--- src/rtl/ysyx_25020037_ifu.sv ---
// ysyx_25020037_ifu: multi-cycle instruction fetch unit.
// Holds the PC, fetches one word per retired instruction, hands it to decode.
//
// Ports:
//   clk, rst            clock, synchronous active-high reset
//   wbu_valid, dnpc     next-PC strobe and value from write-back
//   idu_ready           decode stage can accept
//   ifu_valid, pc,
//   inst, fetch_err     presented instruction bundle
//   fetch_cnt           completed fetches (wraps)
//   ar*, r*             AXI4-Lite-style read channel to memory
module ysyx_25020037_ifu #(
  parameter logic [31:0] RESET_PC = 32'h3000_0000
) (
  input  logic        clk,
  input  logic        rst,
  input  logic        wbu_valid,
  input  logic [31:0] dnpc,
  input  logic        idu_ready,
  output logic        ifu_valid,
  output logic [31:0] pc,
  output logic [31:0] inst,
  output logic        fetch_err,
  output logic [31:0] fetch_cnt,
  output logic        arvalid,
  input  logic        arready,
  output logic [31:0] araddr,
  output logic [2:0]  arsize,
  input  logic        rvalid,
  output logic        rready,
  input  logic [31:0] rdata,
  input  logic [1:0]  rresp
);

  localparam logic [1:0] AR    = 2'd0;
  localparam logic [1:0] R     = 2'd1;
  localparam logic [1:0] VALID = 2'd2;
  localparam logic [1:0] WAIT  = 2'd3;

  logic [1:0] state;
  logic [1:0] state_n;
  logic       id_fire;
  logic       take_pc;
  logic       misalign;
  logic       rd_done;

  assign arvalid   = (state == AR);
  assign rready    = (state == R);
  assign ifu_valid = (state == VALID);
  assign araddr    = pc;
  assign arsize    = 3'b010;

  assign id_fire  = ifu_valid & idu_ready;
  // dnpc is accepted in WAIT, or in the same cycle decode takes the word.
  assign take_pc  = wbu_valid & ((state == WAIT) | id_fire);
  assign misalign = |dnpc[1:0];
  assign rd_done  = rvalid & rready;

  always_comb begin
    state_n = state;
    case (state)
      AR:      if (arready)   state_n = R;
      R:       if (rvalid)    state_n = VALID;
      VALID:   if (idu_ready) state_n = WAIT;
      default: state_n = state;
    endcase
    // A misaligned target never reaches memory; it is reported directly.
    if (take_pc)
      state_n = misalign ? VALID : AR;
  end

  always_ff @(posedge clk) begin
    if (rst) begin
      state     <= AR;
      pc        <= RESET_PC;
      inst      <= '0;
      fetch_err <= 1'b0;
      fetch_cnt <= '0;
    end else begin
      state <= state_n;
      if (take_pc)
        pc <= dnpc;
      if (rd_done) begin
        inst      <= (rresp != 2'b00) ? 32'h0 : rdata;
        fetch_err <= (rresp != 2'b00);
        fetch_cnt <= fetch_cnt + 32'd1;
      end else if (take_pc && misalign) begin
        inst      <= '0;
        fetch_err <= 1'b1;
        fetch_cnt <= fetch_cnt + 32'd1;
      end
    end
  end

  // Write-back may only return a next PC once the fetch has been handed off.
  a_wbu_in_fetch : assert property (
    @(posedge clk) disable iff (rst)
      !(wbu_valid && ((state == AR) || (state == R)))
  );

endmodule
--- config.mk ---
export PLATFORM = sky130hd
export DESIGN_NAME = ysyx_25020037_ifu
export DESIGN_NICKNAME = d
export VERILOG_FILES = /design/src/rtl/ysyx_25020037_ifu.sv
export SDC_FILE = /design/constraint.sdc
export NUM_CORES = 1
export LEC_CHECK = 0
export BUFFER_PORTS_ARGS = -buffer_cell sky130_fd_sc_hd__buf_2
export CORE_AREA = 2 2 102 104
export CTS_BUF_LIST = sky130_fd_sc_hd__clkbuf_4
export DETAILED_ROUTE_END_ITERATION = 7
export DIE_AREA = 0 0 104 106
export PLACE_DENSITY = 0.73
export RECOVER_POWER = 25
export SLEW_MARGIN = 0
export SYNTH_ARGS = -nofsm -noshare
export SYNTH_HDL_FRONTEND = slang
export SYNTH_SLANG_ARGS = --single-unit
export TNS_END_PERCENT = 50
--- constraint.sdc ---
create_clock -name clk -period 5 [get_ports clk]
set_clock_uncertainty 0.05 [all_clocks]
set_input_delay 1.5 -clock clk [delete_from_list [all_inputs] [get_ports clk]]
set_output_delay 1.5 -clock clk [all_outputs]
set_load 0.05 [all_outputs]
# == After elaboration in Yosys (flattened, before gate mapping) ==
# Cells that the tools add are included.
# totals
regBits,99
inputBits,72
output_inout_bits,135
word_cells,36
# classes
addsub,1
eq_ne,6
mux,13
bitwise,4
reduce_logical,7
# ops
op,n
32-bit 2-to-1 mux,5
32-bit by 1-bit adder with 32-bit output (second input constant),1
2-bit 2-to-1 mux,5
3-bit by 2-bit inequality test with 1-bit output (second input constant),2
2-bit one-hot mux with 3 select lines,1
2-bit == test (second input constant),2
4-bit AND reduction,1
2-bit nonzero test,2
4-bit nonzero test,1
1-bit AND,3
3-bit by 1-bit inequality test with 1-bit output (second input constant),1
2-bit by 1-bit == test with 1-bit output (second input constant),1
2-bit logical NOT,1
1-bit 2-to-1 mux,2
2-bit OR reduction,1
1-bit logical AND,1
1-bit OR,1

# == Logic depth before layout (Yosys ltp) ==
# depth
word_depth,7
ltp_mapped,9
mapped_depth_nobuf,6

# == Worst setup path before layout ==
# No wires, ideal clock.
# synth_timing
path_kind,input to register
startpoint,input idu_ready
endpoint,register inst[0]
setup_time_ns,0.066
arrival_ns,2.620
required_ns,4.884
slack_ns,2.264
stages,7
n_path_buf,3
path_cell_list,a21o_1 -> a21boi_2 -> buf_2 -> buf_2 -> buf_2 -> a22oi_1 -> nor2_1
# synth_between
elab_chain_cells,5
# synth_lines
element,line_no,source
"start, declared",19,"input logic idu_ready,"
1-bit AND,53,assign id_fire = ifu_valid & idu_ready;
1-bit OR,55,assign take_pc = wbu_valid & ((state == WAIT) | id_fire);
1-bit AND,55,
1-bit logical AND,87,end else if (take_pc && misalign) begin
2-bit nonzero test (no line),--,
"end signal, assigned",84,inst <= (rresp != 2'b00) ? 32'h0 : rdata;
"end, declared",22,"output logic [31:0] inst,"
# Every way passes these cells.
# A chain may end at the register's enable or synchronous reset.

# == Worst setup path after layout ==
# layout_timing
startpoint,register state[0]
endpoint,output ifu_valid
# layout_between
elab_chain_cells,1
# layout_lines
element,line_no,source
"start, declared",40,logic [1:0] state;
"start signal, assigned",80,state <= state_n;
2-bit == test,49,assign ifu_valid = (state == VALID);
"end, declared",20,"output logic ifu_valid,"
# Every way passes these cells.

==> qor.yml <==
outcome:
  status: "completed"
synthesis:
  ys_seq_elements: 99
  yosysUniqueCellTypes: 39
  synth.mux.area_fraction_pct: 2.26
  netlist_instances: 510
  synth_compound_area_share_pct: 16.7
  synth_edf_count: 0
  synth-simple-area-share_pct: 23.6
  synth_adder_area_share_pct: 1.72
  ys_warn_count: 0
  avgSynthCellArea_um2: 8.58
  synth_xor_area_share_pct: 0.200
  ys_seq_area_share_pct: 45.3
  synth_top_family_by_area: "simple AND/OR/NAND/NOR gates"
  synthArstFlopShare_pct: 0
  synth_area_um2: 4380
  synth_flop_cell: "dfxtp_1"
pwr:
  total_power_uw: 1890
  p_leak_uw: 0.00226
  p_per_area_nw_per_um2: 358
  ir_drop_mv: 0.231
job:
  max_cap_viol_count: 0
global_routing:
  grt_max_degree: 107
  antenna_found_initial: 0
  grt-ovfl-total: 0
  grt_pass1_wl_um: 17800
  first_global_vias: 3803
  grt_use_total_pct: 19.3
sta:
  fin_crit_ns: 3.04
  setup_viol: 0
  finalWorstSetupSlack_ns: 1.96
  worst_pin_slew_ns: 1.14
  final-hold-violation-count: 0
  finalCritPeriodShare_pct: 60.7
  maxSlewHeadroom_pct: 24.1
  setup_tns_ns: 0
  fmax_ghz: 0.329
  slew_viol_final: 0
  grt_setup_unrepaired: "false"
die:
  core-area_um2: 10000
  num_rows: 37
  dieArea_um2: 11000
  io_pins: 207
  fp.dieW_um: 104
  start_util_pct: 43.8
  fp.dieH_um: 106
place:
  finalWeightedCongestion: 0.802
  dp.cells: 781
  place_ws_ns: 1.66
  portBuffers: 203
  dp_hpwl_um: 7880
worst_setup_path:
  crit_chain: "inv_1 > ha_1 > buf_2"
  arrival_ns: 1.49
  startpoint_type: "register"
  cp_top_family: "buffers and inverters"
  critPathKind: "reg -> out"
  crit_slowest_cell: "dfxtp_1"
  critPathMaxStageDelay_ns: 0.38
  cp.required_ns: 3.45
  crit_buf_inv: 2
  cp_max_fo: 5
  crit_path_end_kind: "output port"
clock_tree:
  ctsHoldBuffers: 0
  worstSkewPairLatency_ns: 0.44
  htreeDepth: 3
  clkTransAtPathRegs_ns: 0.14
  post_cts_buffers: 0
  cts_sinks: 99
  clockBufferDepth: 2
  cts_resized: 0
  cts_made_buffers: 9
  cts_root_buf: "clkbuf_4"
  cts_tree: "done"
worst_hold_path:
  worstHoldPathType: "reg -> reg"
route:
  ant_nets: 0
  drc: 0
  drt-total-wl_um: 11100
  num_vias: 4161
  firstDrtPassIters: 4
  drtIter0Drc: 238
  wl_per_cell_um: 13.9
  vias_per_cell: 5.23
cells_and_area:
  layoutNonFillerInstCount: 796
  antennaDiodeCount: 0
  syn_to_final_growth_pct: 20.5
  drive_gt1_share_pct: 30.0
  nets: 734
  n_fill_cell: 1003
  fin_util_pct: 52.8
==> worst min-delay path, stage by stage, from the launching register on <==
cell      delay, ns
dfxtp_1        0.34
inv_1          0.05
a211oi_1       0.05
==> cell type report <==
type / count / area [um2] / area share (%)
Clock buffer: 10 / 75.1 / 1.42
Timing Repair Buffer: 205 / 998 / 18.9
Sequential cell: 99 / 1980 / 37.6
Tap cell: 136 / 170 / 3.23
Inverter: 7 / 26.3 / 0.498
Multi-Input combinational cell: 334 / 1970 / 37.3
Clock inverter: 5 / 55.1 / 1.04
==> layer usage <==
metal	track usage [%]	routed length (um)	vias up
met5	0	0	-
met4	5.89	104	0
met3	5.09	734	9
met2	33.7	5470	145
met1	23.3	4790	1947
li1	-	-	2060
==> power breakdown <==
part | internal, uW | leakage, uW | switching, uW
Combinational | 147 | 0.00139 | 462
Clock | 154 | 0.0000683 | 260
Sequential | 832 | 0.000799 | 34.1
Total | 1130 | 0.00226 | 756
==> path summary, 6_finish.rpt <==
path	to	cells past startpoint	from	slack (ns)
min	fetch_err	2	fetch_err	0.42
max	ifu_valid	3	state[0]	1.96
min reg2reg	fetch_err	2	fetch_err	0.42
max reg2reg	fetch_cnt[1]	7	state[0]	2.51
==> per-stage QoR <==
step / instance area (um2) / hold WS (ns)
6_report: 5280 / 0.416
5_1_grt: 5280 / 0.452
4_1_cts: 5320 / 0.418
3_5_place_dp: 5190 / 0.396
3_3_place_gp: 5190 / 0.393
2_1_floorplan: 4380 / 0.476
==> layout by cell type (no fill, tap or decap), types with 4 or more instances in the layout <==
master / n
inv_1: 7
nand3_1: 11
clkbuf_1: 38
or4_1: 18
dfxtp_1: 99
nor2b_1: 9
mux2_2: 6
a21oi_1: 53
and3_1: 4
ha_1: 6
nor4_1: 6
clkbuf_4: 10
a22oi_1: 32
nand2_1: 77
buf_2: 164
or3_1: 4
nor2_1: 42
and4_1: 6
o21ai_0: 5
o31ai_1: 18
nand4_1: 8
==> sequential cells by signal, indices dropped and copies added, names as in the netlist <==
name and count:
araddr 32, state 2, inst 32, fetch_cnt 32, fetch_err 1
==> synthesized netlist by cell type, types with 5 or more instances <==
library cell	instances	area, um2
nor4_1	6	37.5
buf_4	37	278
nor2b_1	9	56.3
o31ai_1	18	135
mux2_2	6	67.6
nand4_1	8	50.1
dfxtp_1	99	1980
nand2_1	77	289
and4_1	6	52.6
inv_1	7	26.3
clkbuf_1	25	93.8
a21oi_1	53	265
nand3_1	11	55.1
ha_1	6	75.1
buf_2	9	45.0
a22oi_1	32	240
nor2_1	42	158
o21ai_0	5	25.0
or4_1	18	135
==> kinds of logic after synthesis <==
logic type	after synthesis
mux	9
fa+ha+maj	6
buf+inv	78
flops	99
simple gates	200
compound gates	115
xor+xnor	1
other cells	2
(Power assumes the default switching activity.)
